--- src/rtl/tag_fifo.sv ---
// tag_fifo: circular free-tag pool, pre-filled with every tag at reset, popped by dispatch and refilled by CDB returns
module tag_fifo #(
    parameter int TAG_W = 6,
    parameter int DEPTH = 64
) (
    input  logic             clk,
    input  logic             rst,
    input  logic             pop_tag,
    output logic [TAG_W-1:0] tag_out,
    output logic             tag_valid,
    input  logic             cdb_valid,
    input  logic [TAG_W-1:0] cdb_tag,
    output logic             full,
    output logic [TAG_W:0]   count,
    output logic             overflow_err,
    output logic             underflow_err
);
    logic [TAG_W-1:0] mem [DEPTH];
    logic [TAG_W:0]   rd_ptr, wr_ptr;
    logic             do_push, do_pop;

    // status derived from the wrap-bit pointers; push/pop qualified by pre-edge state
    always_comb begin
        count     = wr_ptr - rd_ptr;
        tag_valid = rd_ptr != wr_ptr;
        full      = (rd_ptr[TAG_W-1:0] == wr_ptr[TAG_W-1:0]) && (rd_ptr[TAG_W] != wr_ptr[TAG_W]);
        tag_out   = mem[rd_ptr[TAG_W-1:0]];
        do_push   = cdb_valid && !full;
        do_pop    = pop_tag && tag_valid;
    end

    // pointers and sticky error flags; reset leaves the pool holding every tag
    always_ff @(posedge clk or negedge rst) begin
        if (!rst) begin
            rd_ptr        <= '0;
            wr_ptr        <= (TAG_W+1)'(DEPTH);
            overflow_err  <= 1'b0;
            underflow_err <= 1'b0;
        end else begin
            rd_ptr        <= do_pop ? rd_ptr + 1'b1 : rd_ptr;
            wr_ptr        <= do_push ? wr_ptr + 1'b1 : wr_ptr;
            overflow_err  <= overflow_err || (cdb_valid && full);
            underflow_err <= underflow_err || (pop_tag && !tag_valid);
        end
    end

    // tag storage, reloaded with the identity sequence 0..DEPTH-1 on reset
    always_ff @(posedge clk or negedge rst) begin
        if (!rst) begin
            for (int i = 0; i < DEPTH; i++) mem[i] <= TAG_W'(i);
        end else if (do_push) begin
            mem[wr_ptr[TAG_W-1:0]] <= cdb_tag;
        end
    end
endmodule

--- config.mk ---
export PLATFORM = sky130hd
export DESIGN_NAME = tag_fifo
export DESIGN_NICKNAME = d
export VERILOG_FILES = /design/src/rtl/tag_fifo.sv
export SDC_FILE = /design/constraint.sdc
export NUM_CORES = 1
export LEC_CHECK = 0
export CAP_MARGIN = 10
export CORE_ASPECT_RATIO = 0.75
export CORE_MARGIN = 2
export CORE_UTILIZATION = 63
export DETAILED_ROUTE_END_ITERATION = 7
export PLACE_DENSITY = 0.8
export RECOVER_POWER = 100
export SLEW_MARGIN = 10
export SYNTH_ARGS = -nofsm -noshare
export SYNTH_HDL_FRONTEND = slang
export SYNTH_SLANG_ARGS = --single-unit
--- constraint.sdc ---
create_clock -name clk -period 3.8 [get_ports clk]
set_clock_uncertainty 0.05 [all_clocks]
set_input_delay 1.14 -clock clk [delete_from_list [all_inputs] [get_ports clk]]
set_output_delay 1.14 -clock clk [all_outputs]
set_load 0.02 [all_outputs]
After elaboration in Yosys (flattened, before gate mapping)
Index checks and enable logic that the tools add are counted.
W data, S select, Z words.
{"block": "totals", "regBits": 400, "out_inout_bits": 17, "wordCells": 95}
{"block": "classes", "reduce_logical": 10, "n_addsub": 3, "bitwise": 2, "n_lt_le_gt_ge": 3, "n_mux": 6, "eq_ne": 3}
{"op": "$bwmux W384", "n": 1}
{"op": "$bmux W6 S6", "n": 1}
{"op": "$demux W6 S6", "n": 1}
{"op": "$mux W6", "n": 3}
{"op": "$add A7 B1 Y7 const B", "n": 2}
{"op": "$ge A7 B7 Y1 const B", "n": 2}
{"op": "$not A6 Y7", "n": 2}
{"op": "$lt A7 B1 Y1 const B", "n": 1}
{"op": "$ne A7 B7 Y1", "n": 1}
{"op": "$sub A7 B7 Y7", "n": 1}
{"op": "$eq A6 B6 Y1", "n": 1}
{"op": "$logic_and A1 B1 Y1", "n": 6}
{"op": "$logic_not A1 Y1", "n": 2}
{"op": "$logic_or A1 B1 Y1", "n": 2}
{"op": "$ne A1 B1 Y1", "n": 1}

Depth between registers and ports, before layout
{"block": "depth", "word_depth": 6, "depth_mapped": 11}

Worst setup path before layout
No wires, ideal clock.
{"block": "synth_timing", "path_type": "register to output", "start": "register rd_ptr[1]", "end": "output tag_out[3]", "path_stages_with_launch": 7, "required_time_ps": 2610, "setup_slack_ps": 343, "t_arrival_ps": 2267, "path_cell_list": "dfrtp_1 -> buf_2 -> clkbuf_1 -> clkbuf_1 -> nand2_1 -> and3_1 -> o311ai_0"}
{"block": "synth_between", "elab_chain_len": 4}
{"element": "start: declaration", "line_no": "19", "text": "logic [TAG_W:0] rd_ptr, wr_ptr;"}
{"element": "start signal: assignment", "line_no": "40", "text": "rd_ptr <= do_pop ? rd_ptr + 1'b1 : rd_ptr;"}
{"element": "$not A6 Y7 (implied by the code)", "line_no": "27", "text": "tag_out = mem[rd_ptr[TAG_W-1:0]];"}
{"element": "$bmux W6 S6", "line_no": "27"}
{"element": "$mux W6 (implied by the code) (2 in a row)", "line_no": "27"}
{"element": "end: declaration", "line_no": "9", "text": "output logic [TAG_W-1:0] tag_out,"}
Every way passes these cells. The select of a mux whose other input is x is not followed.

Worst setup path after layout
{"block": "layout_timing", "start": "register rd_ptr[0]", "end": "output full"}
{"block": "layout_between", "elab_chain_len": 2}
{"element": "$eq A6 B6 Y1", "line_no": "26", "text": "full = (rd_ptr[TAG_W-1:0] == wr_ptr[TAG_W-1:0]) && (rd_ptr[TAG_W] != wr_ptr[TAG_W]);"}
{"element": "$logic_and A1 B1 Y1", "line_no": "26"}
{"element": "end: declaration", "line_no": "13", "text": "output logic full,"}
Every way passes these cells.

==> impl_results.md <==
* Share of Yosys cell area claimed by the top area cell type at 27.2%
* Max-Cap Viols at 1
* Post-layout util at 72.8%
* Worst-Margin Slew at 2.07 ns
* Synth Warn # at 0
* Initial Util at 63.5%
* # fillers at 1872
* DRC at 0
* CP endpoint kind: primary output
* Final setup violation count at 64
* Routed len/inst at 25.4 um
* WL final at 45.5 mm
* Synthesized instance count at 1264
* Drt pass-1 iters at 5
* Setup crit start: rd_ptr[0]
* Primary FF master, synth: dfrtp_1
* Tot Pwr at 18.2 mW
* DRT iter0 DRCs at 937
* Area of the mapped netlist at 19000 um^2
* Status: finished, violations left
* Largest net degree at the start of global routing at 86
* Vias per cell at 6.40
* Critical Path AT at 2.95 ns
* RSZ-0062 raised after global routing: yes
* Met3 routed WL at 2.59 mm
* Max Freq at 242 MHz
* Pins Over Slew Limit at 86
* LEAKAGE at 9.39 nW
* Detailed placer's ending HPWL at 29.1 mm
* R2r startpoint: rd_ptr[0]
* Diodes inserted at 0
* Mapped Nets at 1283
* Failing checks: capacitance limit, slew limit, setup timing
* Final Hold Fails at 0
* DIE AREA at 31600 um^2
* Hold crit path type: flop to flop
* Port bufs at 26
* TritonCTS clock tree: yes
* Hold-fix buffers, CTS at 0
* Hold_sp: underflow_err
* Flop-to-flop setup slack at -0.08 ns
* Critical path buffer and inverter count at 2
* Area contributors post-synth: dfrtp_1, dfstp_2, mux2_2
* Register-to-Register Path Depth at 10
* Kind of critical path: flop to primary output
* Yosys reg bits at 400
* Gr usage total at 30.0%
* Critical path's slowest cell: nor4_1
* Vias at 11481
* CP Depth at 5
* Yosys top cell by area: dfrtp_1
* Share of post-route cells with drive strength above 1 at 59.7%
* Count of cell types in the netlist at 61
* Maximum VDD drop at 0.590 mV
* Core ar. at 29900 um^2
* Die H at 154 um
* TritonCTS Buffers at 40
* Clk slew on worst S/H paths at 0.06 ns
* Max_slew headroom at -37.8%
* RR Endpoint: mem[13]
* Met1 WL at 20.6 mm
* Area Overhead vs Synth at 14.6%
* Max incr delay on CP at 0.76 ns
* Root buffer cell: clkbuf_16
* Sequential element share of the synthesized area at 53.9%
* PD cells at 836 nW/um^2
* Nature of the critical path startpoint: flop
* Total global routing overflow at 0
* Initial antenna violation count at 0
* Post-Place Setup Slack at -0.223 ns
* Top Layer Used: met4
* Final TNS setup at -4.26 ns
* FFs w/ async S/R, synth at 100%
* Clk buf depth at 3
* Crit-path leading delay family: simple AND/OR/NAND/NOR gates
* Number of global-route vias before repair at 12005
* Crit-path max FO at 7
* H-Tree Depth at 2
* Post-Syn Area per Cell at 15.0 um^2
* Tmin final at 4.14 ns
* First-pass GRT wire length at 72.2 mm
* Min setup slack post-route at -0.340 ns
* Die extent in x at 205 um
* IO Count at 27
* Clock sink count at 400
* Worst-path cell chain: buf_16, ha_1, nand2_1, nor4_1, dlygate4sd2_1
* Routability cong. at 0.886
* Final ANT Viol Nets at 0
* CP endpoint: full
* Fin nets at 1381
* Std cell rows at 55
* Metal2 WL at 21.2 mm
* EDFF count, synth at 0
* Final period utilization at 109%
* Clk_lat worst skew at 0.55 ns
* Worst path required time at 2.61 ns
[flip-flops by register name (all words and copies together) (netlist names)]
signal and flops:
mem 384, rd_ptr 7, wr_ptr 7, overflow_err 1
underflow_err 1
[kinds of logic (layout without fill, tap and decap cells)]
group | Yosys count | count (layout) | synth area share (%)
AOI/OAI and AO/OA | 70 | 70 | 2.40
xor gates and xnor gates | 18 | 18 | 0.869
adders and majority gates | 9 | 9 | 0.632
buffers and inverters | 100 | 230 | 2.18
DFF | 400 | 400 | 53.9
muxes | 496 | 496 | 34.8
and+or+nand+nor | 171 | 171 | 5.16
[through the flow]
step                cell area, um^2  instances  hold slack, ns
finish                        21800       1793           0.415
global route                  21800       1793           0.448
CTS                           21900       1778           0.429
detailed placement            20200       1690           0.411
global placement              20200       1690           0.397
floorplan                     19000       1264           0.403
[metal layers]
layer / global-route usage, % / vias to the layer above
met5: 0 / -
met4: 8.73 / 0
met3: 4.93 / 86
met2: 45.5 / 349
met1: 45.1 / 6171
li1: - / 4875
[layout make-up]
cell class	instances	area, um^2	area share, %
Inverter	14	56.3	0.258
Sequential cell	400	10300	47.1
Multi-Input combinational cell	764	8430	38.7
Clock inverter	7	70.1	0.322
Timing Repair Buffer	142	1250	5.76
Tap cell	399	499	2.29
Clock buffer	67	1210	5.57
[worst min-delay path by stage]
| stage | endpoint | slack, ns | depth (start not counted) |
|---|---|---|---|
| CTS | underflow_err | 0.43 | 1 |
| floorplan | mem[100] | 0.40 | 1 |
| global route | underflow_err | 0.45 | 1 |
| finish | underflow_err | 0.42 | 1 |
| detailed placement | underflow_err | 0.41 | 1 |
| global placement | underflow_err | 0.40 | 1 |
[worst register-to-register path: stages (launching register included)]
cell and delay [ns]:
dfrtp_4 0.58, buf_16 0.19, ha_1 0.29, nand2_1 0.14
nor4_1 0.76, clkbuf_1 0.33, nand2b_1 0.24, or3_1 0.21
clkbuf_2 0.49, nor2_4 0.15, mux2_1 0.34
[cells in the final DEF, fill, tap and decap left out, drive strengths merged, types with 5 or more instances in the layout]
master / netlist / final
a21oi: 12 / 12
a22oi: 12 / 12
buf: 26 / 108
clkbuf: 60 / 92
dfrtp: 207 / 207
dfstp: 193 / 193
ha: 8 / 8
inv: 13 / 14
mux2: 385 / 385
mux2i: 17 / 17
mux4: 94 / 94
nand2: 58 / 58
nand3: 12 / 12
nand4: 6 / 6
nor2: 60 / 60
nor3: 7 / 7
o21ai: 15 / 15
o22ai: 9 / 9
xnor2: 13 / 13
xor2: 5 / 5
[cells in the mapped netlist (2+ instances only)]
cell      count
a211o_1       4
a21o_1        4
a21oi_1      12
a22oi_1      12
a31oi_1       3
and2_1        3
and3_1        4
buf_1        11
buf_2        12
clkbuf_1     59
dfrtp_1     207
dfstp_2     193
ha_1          8
inv_1        12
mux2_1       67
mux2_2      318
mux2i_1      17
mux4_2       94
nand2_1      58
nand3_1      12
nand3b_1      3
nand4_1       6
nor2_1       36
nor2_4       23
nor2b_1       2
nor3_1        7
nor3b_1       2
o21ai_0      15
o21bai_1      2
o22ai_1       9
o311ai_1      3
or3_1         2
xnor2_1      12
xor2_1        5
[report_power, final]
part / total, mW / switching [mW] / internal, mW / leakage, nW
clock: 3.91 / 1.66 / 2.25 / 0.625
sequential: 6.79 / 0.778 / 6.02 / 4.74
combinational: 7.50 / 3.65 / 3.85 / 4.03
total: 18.2 / 6.09 / 12.1 / 9.39
[what timing repair did]
action	in CTS	in global routing
pin swaps	13	15
setup buffers	11	14
setup endpoints to repair	14	10
cloned	3	1
resized for setup	106	22
endpoints found under the hold margin	0	0
Power figures use the tool's default switching activity.
==> patch 1: new RTL, config.mk and constraints unchanged <==
Reset style: synchronous (`rst`), changed in 2 clocked blocks.
--- a/src/rtl/tag_fifo.sv
+++ b/src/rtl/tag_fifo.sv
@@ -32,3 +32,3 @@
     // pointers and sticky error flags; reset leaves the pool holding every tag
-    always_ff @(posedge clk or negedge rst) begin
+    always_ff @(posedge clk) begin
         if (!rst) begin
@@ -47,3 +47,3 @@
     // tag storage, reloaded with the identity sequence 0..DEPTH-1 on reset
-    always_ff @(posedge clk or negedge rst) begin
+    always_ff @(posedge clk) begin
         if (!rst) begin
Behaviour: differs if rst is asserted again (counterexample within 4 cycles, from zero or initial values and one cycle with rst low); with rst held inactive, the same outputs for 10 cycles.
==> patch 1 against the unedited design <==
- the run ends with negative setup slack left
- critical path depth rose by 2
- sequential cell count rose by 6
- worst setup slack improved by 0.18 ns
- design area fell by 1.4%
- synthesized area fell by 0.12%
- wire length rose by 11%
- register-to-register slack improved by 0.15 ns
Power is not compared: it rests on default switching activity, and its combinational part moved more than twofold at a synthesized area within 25%.
==> patch 1: results (changes against the unedited design) <==
PLACED DESIGN
--------------------------------------------------------------------
Area post-placement ...................................   20400 um^2   +0.68%
Minimum setup slack after placement ...................   -0.0946 ns   +0.128 ns
Sum of net half-perimeters after detailed placement ...     31500 um   +8.5%
Total instance count after detailed placement .........         1795   +6.2%
Final GP Congestion ...................................        0.884   -0.24%

SYNTH
--------------------------------------------------------------------
Commonest cells in the synthesized netlist ............ 384 x sky130_fd_sc_hd__edfxtp_1, 121 x sky130_fd_sc_hd__and2_1, 108 x sky130_fd_sc_hd__or3_1, 106 x sky130_fd_sc_hd__clkbuf_1, 96 x sky130_fd_sc_hd__nand2_1
Synth Area per Inst ...................................    13.9 um^2   -7.8%
Ys async rst share ....................................            0   -1.00
Syn Nets ..............................................         1389   +8.3%

CRITICAL PATH
--------------------------------------------------------------------
Worst reg2reg path endpoint ........................... mem[19][1]$_SDFFCE_PN1P_
Critical Path Fanout Max ..............................            6   -1
Crit-path max cell delay ..............................      0.51 ns   -0.25 ns

GLOBAL ROUTING
--------------------------------------------------------------------
Via count of the first global-routing pass ............        12400   +3.6%
Global-route wire length before repair ................     76500 um   +6.0%
Global router's overall resource usage ................        0.331   +0.0313

LAYOUT
--------------------------------------------------------------------
Total Nets Final ......................................         1464   +6.0%
Ratio of cells with drive above 1 in the final layout .        0.198   -0.399
Growth of design area from synthesis to finish ........        13.1%
Fillers ...............................................         1923   +2.7%

RUN STATUS
--------------------------------------------------------------------
Violations in the final reports ....................... negative setup slack
Status ................................................ complete, but fails checks

STA
--------------------------------------------------------------------
Relative slew margins .................................        0.289   +0.667
Minimum setup slack in the final design ...............    -0.156 ns   +0.184 ns
Setup violations, final ...............................            6   -91%

DETAILED ROUTING
--------------------------------------------------------------------
Drt via density .......................................         6.72   +4.9%
First-pass iteration count of the detailed router .....            6   +1
Detail-routed net length per standard cell ............      27.0 um   +6.3%

WORST HOLD PATH
--------------------------------------------------------------------
Startpoint of the worst hold path ..................... underflow_err$_SDFF_PN0_

-- patch 1: report_power, final --
part,switching (mW),internal (mW)
Sequential,0.0922,5.06
Combinational,0.623,0.485
Clock,1.67,2.31
Total,2.38,7.86
-- patch 1: cells by family after synthesis --
family / count (synthesis) / synth area share
DFF: 406 / 0.630
muxes: 120 / 0.130
adders and majority gates: 9 / 0.00633
buffers and inverters: 162 / 0.0380
xor gates and xnor gates: 17 / 0.00784
AOI/OAI and AO/OA: 127 / 0.0395
and+or+nand+nor: 529 / 0.148
-- patch 1: cell type report --
type	count	area share
Antenna cell	1	0.000117
Clock buffer	49	0.0492
Clock inverter	21	0.0106
Inverter	15	0.00262
Multi-Input combinational cell	802	0.296
Sequential cell	406	0.558
Tap cell	399	0.0232
Timing Repair Buffer	180	0.0604
-- patch 1: metal layers --
metal	wire [um]	global-route usage	vias up
li1	-	-	5299
met1	18600	0.481	6153
met2	22800	0.491	995
met3	7430	0.0853	136
met4	1690	0.120	0
met5	0	0	-
==> patch 2: new RTL, same settings <==
Without the edit above. `DEPTH`: 64 -> 32.
--- a/src/rtl/tag_fifo.sv
+++ b/src/rtl/tag_fifo.sv
@@ -3,3 +3,3 @@
     parameter int TAG_W = 6,
-    parameter int DEPTH = 64
+    parameter int DEPTH = 32
 ) (
Function: changed (Yosys sat finds a counterexample within 4 cycles, from zero or initial values and one cycle with rst low).
==> patch 2 against the unedited design <==
- the run still ends with max-capacitance violations, max-slew violations, negative setup slack left
- count of clock-buffer cells in the layout decreased by 35
- sequential cell count decreased by 192
- critical path depth increased by 3
- wire length decreased by 49%
- synthesized area decreased by 48%
- fmax increased by 8.3%
- utilization increased by 1.5 points
- worst setup slack improved by 0.32 ns
- first-iteration DRC count decreased by 53%
- sequential share of layout area decreased by 0.43 points
- design area decreased by 48%
- power decreased by 42%
- largest power group unchanged
- highest routed layer unchanged
==> patch 2: results (changes against the unedited design) <==
RUN STATUS
---------------------------------------------------------------------------
Status ....................................................... complete, but fails checks
Violations in the final reports .............................. max-capacitance violations, max-slew violations, negative setup slack

SYNTH
---------------------------------------------------------------------------
Area share of xor/xnor cells in the synthesized design .......       0.0132   +0.00455
Top cells by area in the synthesized netlist ................. sky130_fd_sc_hd__dfrtp_1 32%, sky130_fd_sc_hd__mux2_2 22%, sky130_fd_sc_hd__dfstp_2 21%
Multiplexer share of the synthesized area ....................        0.325   -0.0234
Commonest cells in the synthesized netlist ................... 193 x sky130_fd_sc_hd__mux2_2, 127 x sky130_fd_sc_hd__dfrtp_1, 81 x sky130_fd_sc_hd__dfstp_2, 39 x sky130_fd_sc_hd__nand2_1, 36 x sky130_fd_sc_hd__mux4_2
Yosys cell types .............................................           46   -25%
Adder-cell area share of the yosys netlist ...................       0.0159   +0.00957
Syn Nets .....................................................          709   -45%

LAYOUT
---------------------------------------------------------------------------
Fillers ......................................................          952   -49%
Total Nets Final .............................................          758   -45%
Final design area excluding fillers ..........................   11400 um^2   -48%
Finished Layout Cells ........................................          955   -47%
Largest registers in the final layout ........................ mem: 192 flops, rd_ptr: 7 flops, wr_ptr: 7 flops

PLACED DESIGN
---------------------------------------------------------------------------
Sum of net half-perimeters after detailed placement ..........     14500 um   -50%
Area post-placement ..........................................   10600 um^2   -48%
Minimum setup slack after placement ..........................    0.0259 ns   +0.249 ns

JOB
---------------------------------------------------------------------------
Number of maximum-capacitance constraint violations ..........            1   unchanged

POWER AND IR DROP
---------------------------------------------------------------------------
Worst ir drop on vdd .........................................       594 uV   +0.71%
Leak .........................................................      4.97 nW   -47%

CRITICAL PATH
---------------------------------------------------------------------------
Arrival time of the worst setup path .........................      2.63 ns   -0.32 ns
R2r startpoint ............................................... rd_ptr[4]$_DFFE_PN0P_

GLOBAL ROUTING
---------------------------------------------------------------------------
Global router's overall resource usage .......................        0.294   -0.00581
Maximum number of pins on one net before global-route repair .           95   +10%

STA
---------------------------------------------------------------------------
Slew at the pin with the worst max-slew slack ................      2.31 ns   +0.248 ns
Setup violations, final ......................................            1   -98%
Final worst hold slack .......................................     0.406 ns   -0.00956 ns
Final Slew Violations ........................................           94   +9.3%
Minimum setup slack in the final design ......................   -0.0219 ns   +0.318 ns

WORST HOLD PATH
---------------------------------------------------------------------------
Startpoint of the worst hold path ............................ overflow_err$_DFF_PN0_

CTS
---------------------------------------------------------------------------
Number of H-tree branching levels ............................            1   -1

patch 2: cell types whose count changed after synthesis, sizes merged, moves of 9 or more:
cell / unedited run / this run
buf: 26 / 9
clkbuf: 60 / 33
dfrtp: 207 / 127
dfstp: 193 / 81
mux2: 385 / 193
mux4: 94 / 36
nand2: 58 / 39
nor2: 60 / 8
o21ai: 15 / 1
o221ai: 0 / 12
o22ai: 9 / 0
patch 2: power breakdown:
group	leakage [nW]	internal [mW]	switching (mW)	total, mW
clock	0.332	1.19	0.841	2.03
sequential	2.47	3.39	0.560	3.95
combinational	2.17	2.28	2.23	4.51
total	4.97	6.85	3.64	10.5
patch 2: what timing repair did:
action,4_1_cts,5_1_grt
setup endpoints to repair,13,8
hold buffers,0,0
endpoints found under the hold margin,0,0
resized for setup,46,14
setup buffers,5,7
pin swaps,3,9
patch 2: worst paths after layout:
check / to / depth (start not counted)
min reg2reg: overflow_err$_DFF_PN0_ / 1
max: tag_out[0] / 8
min: overflow_err$_DFF_PN0_ / 1
max in group asynchronous: mem[26]$_DFFE_PN0P_ / 2
min in group asynchronous: wr_ptr[6]$_DFFE_PN0P_ / 1
max reg2reg: mem[124]$_DFFE_PN0P_ / 7
patch 2: cell type report:
type / instances / share of cell area
multi-input cells: 426 / 0.393
well taps: 205 / 0.0225
flip-flops and latches: 208 / 0.467
repair buffers: 68 / 0.0550
clock inverters: 5 / 0.00473
clock buffers: 32 / 0.0542
inverters: 11 / 0.00363
patch 2: routing by layer:
layer | part of all wire | track usage | routed length (um)
met5 | 0 | 0 | 0
met4 | 0.024 | 0.0876 | 554
met3 | 0.063 | 0.0661 | 1480
met2 | 0.49 | 0.470 | 11400
met1 | 0.42 | 0.410 | 9950
